File: config.mk
export PLATFORM = sky130hd
export DESIGN_NAME = fetch_ctrl
export DESIGN_NICKNAME = d
export VERILOG_FILES = /design/src/rtl/fetch_ctrl.sv
export SDC_FILE = /design/constraint.sdc
export NUM_CORES = 1
export LEC_CHECK = 0
export CORE_ASPECT_RATIO = 1.2
export CORE_MARGIN = 5
export CORE_UTILIZATION = 42
export DETAILED_ROUTE_END_ITERATION = 10
export DONT_BUFFER_PORTS = 1
export PLACE_DENSITY = 0.65
export SLEW_MARGIN = 10
export SYNTH_ARGS = -nofsm -noshare
export SYNTH_HDL_FRONTEND = slang
export SYNTH_SLANG_ARGS = --single-unit
File: constraint.sdc
create_clock -name clk -period 2.1 [get_ports clk]
set_input_delay 0.315 -clock clk [delete_from_list [all_inputs] [get_ports clk]]
set_output_delay 0.315 -clock clk [all_outputs]
set_load 0.005 [all_outputs]
File: src/rtl/fetch_ctrl.sv
// fetch_ctrl: fetch-stage sequencer owning the fetch PC, the imem handshake and F->D register control.
module fetch_ctrl #(
    parameter logic [31:0] RESET_PC = 32'h0000_0000,
    parameter int          CNT_W    = 16
) (
    input  logic             clk,
    input  logic             reset,
    input  logic             stallD_i,
    input  logic             flushD_i,
    input  logic [31:0]      redirect_pc_i,
    output logic             imem_req_o,
    output logic [31:0]      imem_addr_o,
    input  logic             imem_ack_i,
    input  logic [31:0]      imem_rdata_i,
    output logic [31:0]      instrF_o,
    output logic [31:0]      pcPlus4F_o,
    output logic             fd_en_o,
    output logic             fd_clear_o,
    output logic             fetch_busy_o,
    output logic [CNT_W-1:0] wait_cnt_o
);
    typedef enum logic [1:0] {IDLE, FETCH, DRAIN, READY} state_t;
    state_t           r_state, w_state_nxt;
    logic [31:0]      r_pc, w_pc_nxt, r_buf, r_addr_q, w_redir;
    logic [CNT_W-1:0] r_wait_cnt;
    logic             w_ld_buf;
    assign w_redir = redirect_pc_i & ~32'h3;
    always_ff @(posedge clk or negedge reset) begin
        if (!reset) begin
            r_state    <= IDLE;
            r_pc       <= RESET_PC;
            r_buf      <= '0;
            r_addr_q   <= '0;
            r_wait_cnt <= '0;
        end else begin
            r_state <= w_state_nxt;
            r_pc    <= w_pc_nxt;
            if (w_ld_buf) r_buf <= imem_rdata_i;
            if (r_state == FETCH) r_addr_q <= r_pc;
            if (r_state != READY && fd_en_o && r_wait_cnt != '1) r_wait_cnt <= r_wait_cnt + CNT_W'(1);
        end
    end
    // A request stays addressed until acked; a redirect mid-request parks in DRAIN.
    always_comb begin
        w_state_nxt = r_state;
        w_pc_nxt    = r_pc;
        w_ld_buf    = 1'b0;
        case (r_state)
            IDLE:  w_state_nxt = FETCH;
            FETCH: begin
                if (flushD_i) begin
                    w_pc_nxt    = w_redir;
                    w_state_nxt = imem_ack_i ? FETCH : DRAIN;
                end else if (imem_ack_i) begin
                    w_ld_buf    = 1'b1;
                    w_state_nxt = READY;
                end
            end
            DRAIN: begin
                if (flushD_i) w_pc_nxt = w_redir;
                if (imem_ack_i) w_state_nxt = FETCH;
            end
            READY: begin
                if (flushD_i) begin
                    w_pc_nxt    = w_redir;
                    w_state_nxt = FETCH;
                end else if (!stallD_i) begin
                    w_pc_nxt    = r_pc + 32'd4;
                    w_state_nxt = FETCH;
                end
            end
            default: w_state_nxt = IDLE;
        endcase
    end
    assign imem_req_o   = (r_state == FETCH) | (r_state == DRAIN);
    assign fetch_busy_o = imem_req_o;
    assign imem_addr_o  = (r_state == FETCH) ? r_pc : (r_state == DRAIN) ? r_addr_q : '0;
    assign instrF_o     = (r_state == READY) ? r_buf : '0;
    assign pcPlus4F_o   = (r_state == READY) ? r_pc + 32'd4 : '0;
    assign fd_en_o      = !reset | !stallD_i | flushD_i;
    assign fd_clear_o   = (r_state != READY) | flushD_i;
    assign wait_cnt_o   = r_wait_cnt;
endmodule

==> results.yml, run 1 <==
placed_design:
  routabilityCongestion: 0.9105
  postPlaceCellArea_mm2: 0.007302
  post-dp-hpwl_um: 14120
  numPortBuffers: 0
worst_setup_path:
  rrSetupSlack_ns: 0.08
  max_stage_delay_ns: 0.54
  start_kind: "register"
  r2r-end: "r_pc[31]$_DFFE_PN0P_"
  crit_top_cell: "buf_4"
  worst_setup_path_end_kind: "primary output"
  cp.required_ns: 1.78
  crit_chain: "nand4_1, buf_4, or3_4, or4_4, a21oi_2, buf_4"
  critPathArrivalTime_ns: 2.27
  crit_buf_inv: 2
  crit_fanout: 2
  r2r-start: "r_pc[19]$_DFFE_PN0P_"
  cp_top_family: "simple AND/OR/NAND/NOR gates"
  cpMaxStageDelayCell: "or4_4"
  r2r_cells: 5
  path_class: "register to primary output"
cts:
  cts_made_buffers: 9
  cts_buffer_depth: 2
  clkLatencyLatePin_ns: 0.36
  cts_tree: "done"
  htree_levels: 3
  clkSinkCount: 110
  root_buffer: "clkbuf_16"
  clk_pin_slew_ns: 0.08
timing:
  fin_hold_ws_ns: -0.3469
  setup_tns_ns: -5.100
  rsz0062_at_grt: "true"
  period_minus_slack_ns: 2.586
  tightest_slew_ns: 0.4709
  finalMaxSlewViolations: 0
  clock.fmax_mhz: 386.7
  setup_viol: 17
  relSlewSlack: 0.6780
  hold_violations: 110
  fin_skew_ns: 0.008125
  finalWorstSetupSlack_ns: -0.4863
  fin_crit_sh: 1.232
synth:
  ys_types: 55
  yosys-top-cells-area: "dfrtp_1 (42%), mux2_2 (11%), a22o_1 (4.0%)"
  yosys.area.top_type: "dfrtp_1"
  ys_ff_latch: 110
  synth-xor-area-share: 0.03766
  ys_seq_area_frac: 0.4228
  synthCells: 666
  syn_avg_cell_area_um2: 9.777
  yosys.area_share.simple: 0.1831
  async_reset_ff_frac: 1.000
  synth_compound_area_frac: 0.1712
  yosys_warnings: 0
  synthFlopType: "dfrtp_1"
  synth_edf_count: 0
  yosys.area.top_type_share: 0.4228
  netlist_area_mm2: 0.006511
  synth_top_family_by_area: "simple AND/OR/NAND/NOR gates"
  synthMuxAreaShare: 0.1203
  synth_fa_ha_area_frac: 0.009608
grt:
  grt_max_degree: 112
  track_usage: 0.2148
  grt_pass1_wl_um: 31000
  antenna_found_initial: 0
  first_global_vias: 5810
  grt.overflow.total: 0
routing:
  drcViolationCount: 0
  firstDrtPassIters: 5
  drt_iter0_drc: 333
  ant_nets: 0
  avgViaCountPerCell: 6.066
  totalWireLength_um: 20080
  dr_total_vias: 5751
  wl_per_cell_um: 21.18
outcome:
  status: "finished, violations left"
  violations: "hold timing, setup timing"
cells_and_area:
  drive_gt1_frac: 0.3522
  fin_nets: 813
  design_area_mm2: 0.008140
  ff_latch_area_mm2: 0.002754
  n_antenna_cell: 0
  nFillCells: 1339
  multi_input_area_mm2: 0.003667
  area_growth_pct: 25.02
run:
  drv_cap: 0
power_and_ir_drop:
  power.leakage_nw: 3.280
  pwr_density_cell_mw_per_mm2: 1516
  ir_drop_v: 0.0008694
die:
  die-area_mm2: 0.01810
  initial_core_util: 0.4317
  io_pins: 185
  rows: 49
  fp.dieH_um: 146.4
  die_x_um: 123.7
  core_area_mm2: 0.01508
worst_hold_path:
  holdCritPathClass: "primary input to async pin"
[synth_stat cells (4+ instances only)]
master,count
nand2_1,25
buf_1,8
buf_2,6
buf_4,8
nand2b_1,4
and4_1,5
xnor2_1,16
ha_1,5
a22oi_1,5
a22o_1,30
or3_1,22
xor2_1,12
a2bb2oi_1,6
or4_1,6
nand3_1,26
nand4_1,22
nor3_1,8
o21ai_0,24
nor2_1,25
mux2_2,66
clkbuf_1,47
nor4_1,8
a21boi_0,11
o31ai_1,4
inv_1,11
mux2i_1,4
dfrtp_1,110
a21oi_1,28
and2_1,39
o211ai_1,27
and3_1,7
o22ai_1,7
[worst register-to-register path: stages, from the launching register on]
cell and delay, ns:
dfrtp_1 0.36, nand4_1 0.17, or4_4 0.62, buf_4 0.17
o311ai_0 0.38, o311ai_2 0.18
[sequential cells by signal, summed over array words and instances, names as in the netlist]
| name | count |
|---|---|
| wait_cnt_o | 16 |
| r_addr_q | 30 |
| r_state | 2 |
| r_buf | 32 |
| r_pc | 30 |
[final cells by class]
class                   instances  area share
multi-input cells             475      0.4505
well taps                     204     0.03136
repair buffers                131      0.1374
inverters                      12    0.005533
clock buffers                  10     0.02936
clock inverters                 6    0.007532
flip-flops and latches        110      0.3383
[per-stage QoR]
| step | setup WS, ns | power, mW | instances | utilization |
|---|---|---|---|---|
| after CTS | -0.4273 | 12.16 | 938 | 0.5298 |
| after global placement | -0.06464 | 9.604 | 902 | 0.4842 |
| after floorplan | 0.001704 | 7.705 | 669 | - |
| after detailed placement | -0.1131 | 9.875 | 902 | 0.4842 |
| final | -0.4863 | 12.34 | 948 | 0.5397 |
| after global routing | -0.5081 | 13.10 | 948 | 0.5397 |
[power by group]
part,switching [mW],internal [mW]
clock,0.854,0.868
combinational,3.56,3.29
sequential,0.657,3.11
total,5.07,7.27
[per-layer routing]
metal | vias up | track usage | wire [µm]
met5 | - | 0 | 0
met4 | 0 | 0.07091 | 503
met3 | 39 | 0.05957 | 1936
met2 | 270 | 0.3640 | 10120
met1 | 2847 | 0.2606 | 7519
li1 | 2595 | - | -
[cell usage in the layout, fill, tap and decap left out, drive strengths merged, types with 4 or more instances in the layout]
cell,Yosys,routed
dfrtp,110,110
a2bb2oi,6,6
xnor2,16,16
a22oi,5,5
o311ai,4,4
mux2i,4,4
clkbuf,50,10
inv,12,15
and2,39,39
or3,22,22
xor2,12,12
o211ai,27,27
o21ai,24,24
a21boi,11,11
mux2,66,66
and3,7,7
a21oi,28,28
ha,5,5
nor4,8,8
conb,1,4
o31ai,4,4
or4,8,8
o22ai,7,7
nand4,23,23
nand2,25,25
buf,22,131
nand3,26,26
nand2b,4,4
nor2,25,25
a22o,31,31
and4,6,6
nor3,8,8
[logic make-up after synthesis]
| logic type | count (synthesis) |
|---|---|
| flops | 110 |
| xor+xnor | 28 |
| mux | 70 |
| simple gates | 210 |
| compound gates | 158 |
| other cells | 1 |
| buf+inv | 84 |
| fa+ha+maj | 5 |
[how the worst max path moves through the flow]
stage | start | to | slack [ns] | cells after the start
after floorplan | r_pc[7]$_DFFE_PN0P_ | pcPlus4F_o[21] | 0.002 | 6
after global placement | r_pc[23]$_DFFE_PN0P_ | pcPlus4F_o[27] | -0.06 | 5
after detailed placement | r_pc[13]$_DFFE_PN0P_ | pcPlus4F_o[26] | -0.11 | 5
after CTS | r_pc[25]$_DFFE_PN0P_ | pcPlus4F_o[29] | -0.43 | 5
after global routing | r_pc[19]$_DFFE_PN0P_ | pcPlus4F_o[29] | -0.51 | 6
final | r_pc[19]$_DFFE_PN0P_ | pcPlus4F_o[29] | -0.49 | 6
[repair_timing]
item / 4_1_cts / 5_1_grt
endpoints found under the setup margin: 39 / 41
hold endpoints to repair: 110 / 110
buffers inserted: 19 / 15
pin swaps: 20 / 21
cloned: 1 / 0
gates resized for setup: 54 / 22
No activity file was read; power rests on OpenSTA's default activity.
==> inputs of run 2 (changes only) <==
--- a/config.mk
+++ b/config.mk
@@ -6,10 +6,11 @@
 export NUM_CORES = 1
 export LEC_CHECK = 0
 export CORE_ASPECT_RATIO = 1.2
-export CORE_MARGIN = 5
 export CORE_UTILIZATION = 42
+export CTS_BUF_LIST = sky130_fd_sc_hd__clkbuf_8
 export DETAILED_ROUTE_END_ITERATION = 10
 export DONT_BUFFER_PORTS = 1
+export GPL_TIMING_DRIVEN = 0
 export PLACE_DENSITY = 0.65
 export SLEW_MARGIN = 10
 export SYNTH_ARGS = -nofsm -noshare
==> results.yml, run 2 (same netlist as run 1, synthesis figures left out) <==
cts:
  clk_pin_slew_ns: 0.12
  htree_levels: 3
  cts_buffer_depth: 2
  root_buffer: "clkbuf_8"
  clkLatencyLatePin_ns: 0.41
  cts_tree: "done"
  clkSinkCount: 110
  cts_made_buffers: 9
cells_and_area:
  largest_reg_flops: 32
  final_cell_mix: "buf_4 (98), dfrtp_1 (98), mux2_2 (66)"
  area_growth_pct: 35.13
  reg_top3: "r_buf: 32 flops, r_addr_q: 30 flops, r_pc: 30 flops"
  largest-register: "r_buf"
  drive_gt1_frac: 0.4498
  n_antenna_cell: 0
  stdcell_count: 991
  fin_nets: 856
  nFillCells: 1255
run:
  drv_cap: 0
timing:
  fin_skew_ns: 0.01977
  tightest_slew_ns: 0.5978
  relSlewSlack: 0.6015
  fin_crit_sh: 1.241
  finalWorstSetupSlack_ns: -0.5068
  rsz0062_at_grt: "true"
  finalMaxSlewViolations: 0
  period_minus_slack_ns: 2.607
  clock.fmax_mhz: 383.6
  fin_hold_ws_ns: -0.4175
  setup_viol: 32
  setup_tns_ns: -5.769
  hold_violations: 110
routing:
  wl_per_cell_um: 22.18
  dr_total_vias: 6093
  drt_iter0_drc: 515
  avgViaCountPerCell: 6.148
  ant_nets: 0
  firstDrtPassIters: 5
  drcViolationCount: 0
  totalWireLength_um: 21980
power_and_ir_drop:
  total_power_mw: 13.23
  ir_drop_v: 0.0006447
  switching_share: 0.4302
  pwr_density_cell_mw_per_mm2: 1504
  clkPwrFrac: 0.099
  p_seq_frac: 0.297
  internal_power_mw: 7.539
  power.leakage_nw: 3.563
  pwr-share-comb: 0.605
  p_sw_mw: 5.691
grt:
  track_usage: 0.2652
  grt_max_degree: 112
  grt.overflow.total: 0
  first_global_vias: 6036
  antenna_found_initial: 0
  grt_pass1_wl_um: 32460
die:
  fp.dieH_um: 138.4
  core_area_mm2: 0.01508
  rows: 49
  die_x_um: 115.7
  initial_core_util: 0.4317
  die-area_mm2: 0.01601
  io_pins: 185
worst_setup_path:
  r2r-start: "r_state[1]$_DFFE_PN0P_"
  worst_setup_path_end_kind: "primary output"
  path_class: "register to primary output"
  critPathArrivalTime_ns: 2.29
  startpoint: "r_pc[10]$_DFFE_PN0P_"
  start_kind: "register"
  crit_fanout: 6
  rrSetupSlack_ns: 0.05
  cp.required_ns: 1.78
placed_design:
  dpl.cell_count: 873
  numPortBuffers: 0
  post-dp-hpwl_um: 14020
  pre_cts_ws_ns: -0.8224
  routabilityCongestion: 0.9445
worst_hold_path:
  holdCritPathClass: "primary input to async pin"
outcome:
  status: "finished, violations left"
  violations: "hold timing, setup timing"
-- run 2: changes by cell type in the layout (fill, tap and decap cells not counted), moves of 7 or more --
| cell | previous run | this run |
|---|---|---|
| a21boi_0 | 11 | 4 |
| buf_4 | 106 | 98 |
| a22o_4 | 0 | 7 |
| clkbuf_16 | 9 | 2 |
| clkbuf_2 | 0 | 12 |
| clkbuf_8 | 1 | 19 |
| a21oi_1 | 22 | 14 |
| dfrtp_1 | 109 | 98 |
| dfrtp_2 | 1 | 12 |
| buf_6 | 18 | 31 |
-- run 2: cell type report --
type / count / area, µm² / area share
Inverter: 12 / 52.55 / 0.005973
Clock buffer: 9 / 123.9 / 0.01408
Buffer: 56 / 526.8 / 0.05987
Timing Repair Buffer: 118 / 1006 / 0.1143
Multi-Input combinational cell: 475 / 3999 / 0.4545
Tap cell: 204 / 255.2 / 0.02901
Clock inverter: 7 / 67.56 / 0.007679
Sequential cell: 110 / 2768 / 0.3146
-- run 2: critical path, stage by stage (launching register included) --
cell     delay [ns]
dfrtp_1        0.40
buf_8          0.13
nand4_1        0.21
or3_4          0.46
or4_4          0.50
a21oi_4        0.17
-- run 2: worst paths after layout --
| check | end | depth (start not counted) |
|---|---|---|
| max | pcPlus4F_o[31] | 5 |
| min | r_pc[12]$_DFFE_PN0P_ | 0 |
| max reg2reg | r_pc[21]$_DFFE_PN0P_ | 8 |
| min reg2reg | r_buf[11]$_DFFE_PN0P_ | 1 |
| max in group asynchronous | r_state[1]$_DFFE_PN0P_ | 0 |
| min in group clk | r_pc[15]$_DFFE_PN0P_ | 1 |
-- run 2: metal layers --
layer | up-vias | share of wire | routed length (µm) | GRT usage
li1 | 2668 | - | - | -
met1 | 2980 | 0.36 | 7971 | 0.3038
met2 | 350 | 0.49 | 10770 | 0.4437
met3 | 95 | 0.10 | 2191 | 0.07584
met4 | 0 | 0.047 | 1039 | 0.1383
met5 | - | 0 | 0 | 0
-- run 2: power by group through the flow --
stage	sequential [mW]	clock, mW	combinational (mW)
6_report	3.93	1.30	8.00
5_1_grt	4.04	1.41	8.53
4_1_cts	3.90	1.33	6.97
3_5_place_dp	3.83	0	5.38
3_3_place_gp	3.77	0	5.23
2_1_floorplan	3.59	0	4.11
-- run 2: timing repair --
item                                    CTS  global route
endpoints found under the setup margin  156           114
pin swaps                                46            50
setup buffers                            66            51
endpoints found under the hold margin   110           110
gates cloned                              1             0
resized for setup                       206            74
-- run 2: per-stage QoR --
stage / util / area [µm²]
after floorplan: - / 6551
after global placement: 0.4513 / 6807
after detailed placement: 0.4513 / 6807
after CTS: 0.5457 / 8230
after global routing: 0.5834 / 8798
final: 0.5834 / 8798
